## src/rtl/alu_arbiter_if.sv

```systemverilog
// Requester-side bus of alu_arbiter: two request channels and two response
// channels that share one result/state payload.
interface alu_arbiter_if;
    logic [1:0]  req_valid;
    logic [1:0]  req_ready;
    logic [11:0] req_op;
    logic [63:0] req_a;
    logic [63:0] req_b;
    logic [9:0]  req_num;
    logic [1:0]  rsp_valid;
    logic [1:0]  rsp_ready;
    logic [31:0] rsp_result;
    logic [5:0]  rsp_state;

    modport master (
        output req_valid, req_op, req_a, req_b, req_num, rsp_ready,
        input  req_ready, rsp_valid, rsp_result, rsp_state
    );

    modport slave (
        input  req_valid, req_op, req_a, req_b, req_num, rsp_ready,
        output req_ready, rsp_valid, rsp_result, rsp_state
    );
endinterface

```

## src/rtl/alu_arbiter.sv

```systemverilog
// Round-robin share of one combinational ALU between two requesters: latch the
// winner's operands, hold them ALU_CYCLES cycles, register and return the result.
module alu_arbiter #(
    parameter int ALU_CYCLES = 1
) (
    input  logic         clk,
    input  logic         rst,
    alu_arbiter_if.slave bus,
    output logic         busy,
    output logic [5:0]   alu_op,
    output logic [31:0]  alu_a,
    output logic [31:0]  alu_b,
    output logic [4:0]   alu_num,
    input  logic [31:0]  alu_result,
    input  logic [5:0]   alu_state
);
    typedef enum logic [1:0] {IDLE, EXEC, RESP} state_t;

    state_t     state, state_nxt;
    logic [3:0] cnt;
    logic       last_grant;
    logic       grant;
    logic       accept;
    logic       capture;
    logic       release_rsp;

    // With both valid the loser of the previous round wins; last_grant doubles as owner.
    assign grant = (bus.req_valid == 2'b11) ? ~last_grant : bus.req_valid[1];
    assign busy  = (state != IDLE);

    always_comb begin
        state_nxt     = state;
        bus.req_ready = 2'b00;
        accept        = 1'b0;
        capture       = 1'b0;
        release_rsp   = 1'b0;
        case (state)
            IDLE: begin
                if (!rst && (bus.req_valid != 2'b00)) begin
                    bus.req_ready = grant ? 2'b10 : 2'b01;
                    accept        = 1'b1;
                    state_nxt     = EXEC;
                end
            end
            EXEC: begin
                if (cnt == 4'd0) begin
                    capture   = 1'b1;
                    state_nxt = RESP;
                end
            end
            RESP: begin
                if (bus.rsp_ready[last_grant]) begin
                    release_rsp = 1'b1;
                    state_nxt   = IDLE;
                end
            end
            default: state_nxt = IDLE;
        endcase
    end

    always_ff @(posedge clk or posedge rst) begin
        if (rst) begin
            state          <= IDLE;
            cnt            <= 4'd0;
            last_grant     <= 1'b1;
            alu_op         <= '0;
            alu_a          <= '0;
            alu_b          <= '0;
            alu_num        <= '0;
            bus.rsp_valid  <= 2'b00;
            bus.rsp_result <= '0;
            bus.rsp_state  <= '0;
        end else begin
            state <= state_nxt;
            if (accept) begin
                alu_op     <= grant ? bus.req_op[11:6]   : bus.req_op[5:0];
                alu_a      <= grant ? bus.req_a[63:32]   : bus.req_a[31:0];
                alu_b      <= grant ? bus.req_b[63:32]   : bus.req_b[31:0];
                alu_num    <= grant ? bus.req_num[9:5]   : bus.req_num[4:0];
                last_grant <= grant;
                cnt        <= 4'(ALU_CYCLES - 1);
            end
            if (state == EXEC && cnt != 4'd0)
                cnt <= cnt - 4'd1;
            if (capture) begin
                bus.rsp_result <= alu_result;
                bus.rsp_state  <= alu_state;
                bus.rsp_valid  <= last_grant ? 2'b10 : 2'b01;
            end
            if (release_rsp)
                bus.rsp_valid <= 2'b00;
        end
    end
endmodule

```

## src/flat_wrapper.sv

```systemverilog
// flat-port wrapper written by rule: the top's interface ports become plain ports
module alu_arbiter_flat 
#(
    parameter int ALU_CYCLES = 1
)
  (clk, rst, busy, alu_op, alu_a, alu_b, alu_num, alu_result, alu_state, bus_req_valid, bus_req_op, bus_req_a, bus_req_b, bus_req_num, bus_rsp_ready, bus_req_ready, bus_rsp_valid, bus_rsp_result, bus_rsp_state);
  alu_arbiter_if bus_i ();
  input  logic clk;
  input  logic rst;
  output logic busy;
  output logic [5:0] alu_op;
  output logic [31:0] alu_a;
  output logic [31:0] alu_b;
  output logic [4:0] alu_num;
  input  logic [31:0] alu_result;
  input  logic [5:0] alu_state;
  input wire logic [$bits(bus_i.req_valid)-1:0] bus_req_valid;
  input wire logic [$bits(bus_i.req_op)-1:0] bus_req_op;
  input wire logic [$bits(bus_i.req_a)-1:0] bus_req_a;
  input wire logic [$bits(bus_i.req_b)-1:0] bus_req_b;
  input wire logic [$bits(bus_i.req_num)-1:0] bus_req_num;
  input wire logic [$bits(bus_i.rsp_ready)-1:0] bus_rsp_ready;
  output wire logic [$bits(bus_i.req_ready)-1:0] bus_req_ready;
  output wire logic [$bits(bus_i.rsp_valid)-1:0] bus_rsp_valid;
  output wire logic [$bits(bus_i.rsp_result)-1:0] bus_rsp_result;
  output wire logic [$bits(bus_i.rsp_state)-1:0] bus_rsp_state;
  assign bus_i.req_valid = bus_req_valid;
  assign bus_i.req_op = bus_req_op;
  assign bus_i.req_a = bus_req_a;
  assign bus_i.req_b = bus_req_b;
  assign bus_i.req_num = bus_req_num;
  assign bus_i.rsp_ready = bus_rsp_ready;
  assign bus_req_ready = bus_i.req_ready;
  assign bus_rsp_valid = bus_i.rsp_valid;
  assign bus_rsp_result = bus_i.rsp_result;
  assign bus_rsp_state = bus_i.rsp_state;
  alu_arbiter #(.ALU_CYCLES(ALU_CYCLES)) u_core (.clk(clk), .rst(rst), .bus(bus_i), .busy(busy), .alu_op(alu_op), .alu_a(alu_a), .alu_b(alu_b), .alu_num(alu_num), .alu_result(alu_result), .alu_state(alu_state));
endmodule
```

## config.mk

```make
export PLATFORM = sky130hd
export DESIGN_NAME = alu_arbiter_flat
export DESIGN_NICKNAME = d
export VERILOG_FILES = /design/src/rtl/alu_arbiter_if.sv /design/src/rtl/alu_arbiter.sv /design/src/flat_wrapper.sv
export SDC_FILE = /design/constraint.sdc
export NUM_CORES = 1
export LEC_CHECK = 0
export ABC_AREA = 1
export BUFFER_PORTS_ARGS = -buffer_cell sky130_fd_sc_hd__buf_2
export CORE_AREA = 2 2 121 123
export DETAILED_ROUTE_END_ITERATION = 6
export DIE_AREA = 0 0 123 125
export HOLD_SLACK_MARGIN = 0.03
export PLACE_DENSITY = 0.82
export SETUP_SLACK_MARGIN = 0.5
export SLEW_MARGIN = 20
export SYNTH_ARGS = -nofsm -noshare
export SYNTH_HDL_FRONTEND = slang
export SYNTH_SLANG_ARGS = --single-unit
```

## constraint.sdc

```tcl
create_clock -name clk -period 7.7 [get_ports clk]
set_clock_uncertainty 0.15 [all_clocks]
set_input_delay 0 -clock clk [delete_from_list [all_inputs] [get_ports clk]]
set_output_delay 0 -clock clk [all_outputs]
set_load 0.1 [all_outputs]
```

# Word-level counts from Yosys, hierarchy flattened
# Index checks and enable logic that the tools add are counted.
# Widths: inputs -> output; s select.
# totals
word_cells	55
out_inout_bits	118
regBits	122
# op_classes
n_bitwise	1
addsub	1
magnitude_cmp	1
n_reduce_logical	11
n_eq_ne	6
muxes	25
# ops
cell	count
$mux 32	2
$mux 2	9
$mux 1	9
$mux 4	2
$reduce_bool 2->1	4
$mux 6	1
$ne 2x1->1 const B	3
$pmux 2 s3	1
$mux 5	1
$eq 2x2->1 const B	2
$logic_not 4->1	1
$reduce_bool 4->1	1
$sub 4x1->4 const B	1
$reduce_and 3->1	1
$eq 2x1->1 const B	1
$logic_and 1x1->1	2
$logic_not 2->1	1
$lt 1x2->1 const B	1
$logic_not 1->1	1
$not 1->1	1

# Logic depth before layout (Yosys ltp)
# depth
depth_word	6
ltp_mapped	9

# Least setup slack after synthesis
# No wires, ideal clock.
# synth_timing
kind	input port to output port
startpoint	input port rst
endpoint	output port bus_req_ready[0]
stages	4
t_arrival_ns	4.634
required_ns	7.550
setup_slack_ns	2.916
cell_sequence	inv_1 > nand3_2 > clkbuf_1 > a21oi_1
# synth_between
elab_chain_len	4
# synth_rtl
element	line_no	text
start: declaration	flat_wrapper.sv:9	input logic rst;
$logic_not 1->1	alu_arbiter.sv:39	if (!rst && (bus.req_valid != 2'b00)) begin
$logic_and 1x1->1	alu_arbiter.sv:39	
$mux 2	alu_arbiter.sv:39	
$mux 2	alu_arbiter.sv:37	case (state)
end: declaration	flat_wrapper.sv:23	output wire logic [$bits(bus_i.req_ready)-1:0] bus_req_ready;
# Every way passes these cells.

# Worst setup path after layout
# layout_timing
startpoint	register u_core.last_grant
endpoint	register u_core.alu_a[11]
# layout_between
elab_chain_len	3
# layout_rtl
element	line_no	text
start: declaration	alu_arbiter.sv:21	logic last_grant;
start signal: assignment	alu_arbiter.sv:80	last_grant <= grant;
$not 1->1	alu_arbiter.sv:28	assign grant = (bus.req_valid == 2'b11) ? ~last_grant : bus.req_valid[1];
$mux 1	alu_arbiter.sv:28	
$mux 32	alu_arbiter.sv:77	alu_a <= grant ? bus.req_a[63:32] : bus.req_a[31:0];
end signal: assignment	alu_arbiter.sv:77	
end: declaration	alu_arbiter.sv:11	output logic [31:0] alu_a,
# Every way passes these cells.
# A chain may end at the register's enable or synchronous reset.

==> out/results.ini <==
[sta]
fin_crit_sh = 0.3800
max_freq_mhz = 341.8
grt_setup_unrepaired = no
slew_headroom = 0.3944
hold_ws_ps = 110.4
tightest_slew_ps = 908.3
finalSetupTns_ps = 0
hold_viol = 0
slew_viol_final = 0
setup_violations = 0
period_needed_ps = 2926

[clocking]
clkTransAtPathRegs_ps = 60
clock-sinks = 122
root_buffer = clkbuf_16
insertion_delay_ps = 400
clock_path_buffers = 2
h-tree-depth = 4
cts-resized-gates = 0
numCtsBuffers = 17
cts_tree = done

[setup_path]
reg2regPathDepth = 8
worstPathMaxFanout = 44
cp_data_required_time_ps = 7890
critPathLaunchType = flop
crit_top_cell = nand2_1
r2r_end = u_core.alu_a[11]
cpPeakStageDelay_ps = 590
crit_slowest_cell = dfstp_2
crit_arrival_ps = 3120
path_class = reg -> reg
endpoint_kind = flop
worstPathCellList = nand2_2 -> nand2_2 -> buf_4 -> nand2_1 -> nand2_1 -> dlygate4sd3_1 -> nand2_1 -> nand2_1
r2r_start = u_core.last_grant
regToRegSetupSlack_ps = 4770

[placement]
gp_congestion = 0.8258
placed_cell_area_mm2 = 0.007398
post-dp-hpwl_um = 12000
portBuffers = 311

[detailed_routing]
ant_nets = 0
via_per_inst = 5.054
routed_wl_um = 22990
drt-pass1-iter-count = 5
drc = 0
drtIter0Drc = 556
num_vias = 7454
wl_per_cell_um = 15.58

[finish]
area_delta_synth_final_pct = 68.72
finalInstanceArea_mm2 = 0.009879
antenna_cells = 0
drive_above_1_share = 0.2789
fin_nets = 1473

[logic_synthesis]
ys_ff_latch = 122
synth_top_area_frac = 0.5171
seq_area_frac_synth = 0.5216
yosys_warnings = 0
synth_area_leaders = dfrtp_1 (52%), nand2_1 (33%), nand3_1 (7.0%), buf_2 (2.1%), buf_6 (1.3%)
syn-num-nets = 996
syn_avg_cell_area_um2 = 7.310
synth_cell_types = 20
synth_top_cell_by_area = dfrtp_1
syn_inst = 801
syn-cell-area_mm2 = 0.005856

[floorplan]
fp.dieH_um = 125
num_io_pins = 312
initial_utilization = 0.4123
die_x_um = 123
coreArea_mm2 = 0.01420
rows = 44
dieArea_mm2 = 0.01538

[grt]
antenna_found_initial = 1
grt_pass1_wl_um = 36500
grt-ovfl-total = 0
grt_usage = 0.2996
grt_pass1_vias = 7669
grt_max_degree = 85

[hold_path]
hold_class = in -> async

[job]
drv_cap = 0

[outcome]
status = finished, final reports clean

repair_timing:
| item | in CTS | in global routing |
|---|---|---|
| buffers inserted | 0 | 0 |
| hold buffers | 191 | 0 |
| hold endpoints to repair | 172 | 0 |
metal layers:
metal  part of all wire  wire, um  track usage
met1               0.37      8470       0.3302
met4              0.058      1339       0.1985
met2               0.49     11190       0.4927
met5            0.00070        16            0
met3              0.086      1971      0.09215
cell usage in the layout (no fill, tap or decap):
cell | Yosys | routed
dlygate4sd3_1 | 0 | 191
nand2_2 | 1 | 2
inv_2 | 4 | 4
clkbuf_16 | 0 | 17
o21ai_0 | 1 | 1
nand3_1 | 82 | 82
dfrtp_1 | 121 | 121
inv_4 | 0 | 1
a21oi_1 | 1 | 1
buf_4 | 8 | 6
nand3_4 | 0 | 1
inv_8 | 0 | 6
dfstp_2 | 1 | 1
clkinv_4 | 0 | 2
inv_6 | 0 | 5
xor2_1 | 1 | 1
nand3_2 | 2 | 1
nand4_1 | 1 | 1
nor2_1 | 6 | 6
ha_1 | 1 | 1
nor2_2 | 1 | 1
buf_2 | 25 | 311
nand2_1 | 516 | 515
clkinvlp_4 | 0 | 2
inv_1 | 12 | 11
worst max path at each step:
| stage | start | end | slack, ps | cells after the start |
|---|---|---|---|---|
| global placement | u_core.cnt[0] | u_core.bus.rsp_result[13] | 5090 | 6 |
| finish | u_core.last_grant | u_core.alu_a[11] | 4770 | 8 |
| global route | u_core.last_grant | u_core.alu_a[11] | 4620 | 8 |
| CTS | u_core.last_grant | u_core.alu_a[3] | 4900 | 8 |
| detailed placement | u_core.cnt[0] | u_core.bus.rsp_result[0] | 5000 | 6 |
| floorplan | rst | bus_req_ready[0] | 2920 | 4 |
kinds of logic (layout without fill, tap and decap cells):
family / Yosys count / in the layout / synth area share
buffers and inverters: 66 / 556 / 0.06175
adder cells (fa/ha/maj): 1 / 1 / 0.002136
AO/OA/AOI/OAI: 2 / 2 / 0.001708
AND/OR/NAND/NOR: 609 / 609 / 0.4113
XOR/XNOR: 1 / 1 / 0.001496
flip-flops: 122 / 122 / 0.5216
critical path: cells and delay by family, from the launching register on:
family        cells  cell delay, ps
buf+inv           2            1130
flops             1             590
simple gates      6             970
state kept, by name (all words and copies together) (netlist names):
name and count:
u_core.alu_a 32, u_core.alu_b 32, u_core.bus.rsp_result 32, u_core.alu_op 6
u_core.bus.rsp_state 6, u_core.alu_num 5, u_core.cnt 4, u_core.bus.rsp_valid 2
u_core.state 2, u_core.last_grant 1
metrics by stage:
step           setup slack (ps)  cells    util
3_3_place_gp               5086   1252  0.5209
2_1_floorplan              2916    801       -
3_5_place_dp               4998   1252  0.5209
5_1_grt                    4624   1475  0.6956
6_report                   4774   1475  0.6956
4_1_cts                    4904   1475  0.6956
synthesized netlist by cell type:
cell type,instances
nand2_1,516
dfrtp_1,121
nand3_1,82
buf_2,25
inv_1,12
buf_4,8
clkbuf_1,8
buf_6,7
nor2_1,6
inv_2,4
buf_1,2
nand3_2,2
a21oi_1,1
dfstp_2,1
ha_1,1
nand2_2,1
nand4_1,1
nor2_2,1
o21ai_0,1
xor2_1,1
area by class of cell:
cell class	count	area, um2
clock buffer	17	425.4
clock inverter	15	143.9
sequential	122	3054
tap	184	230.2
inverter	16	62.56
fill	986	4324
multi-input combinational	613	2450
timing repair buffer	508	3513
Power is not shown: default switching activity piles up to over one toggle a cycle in this logic, so the estimate is an artifact.
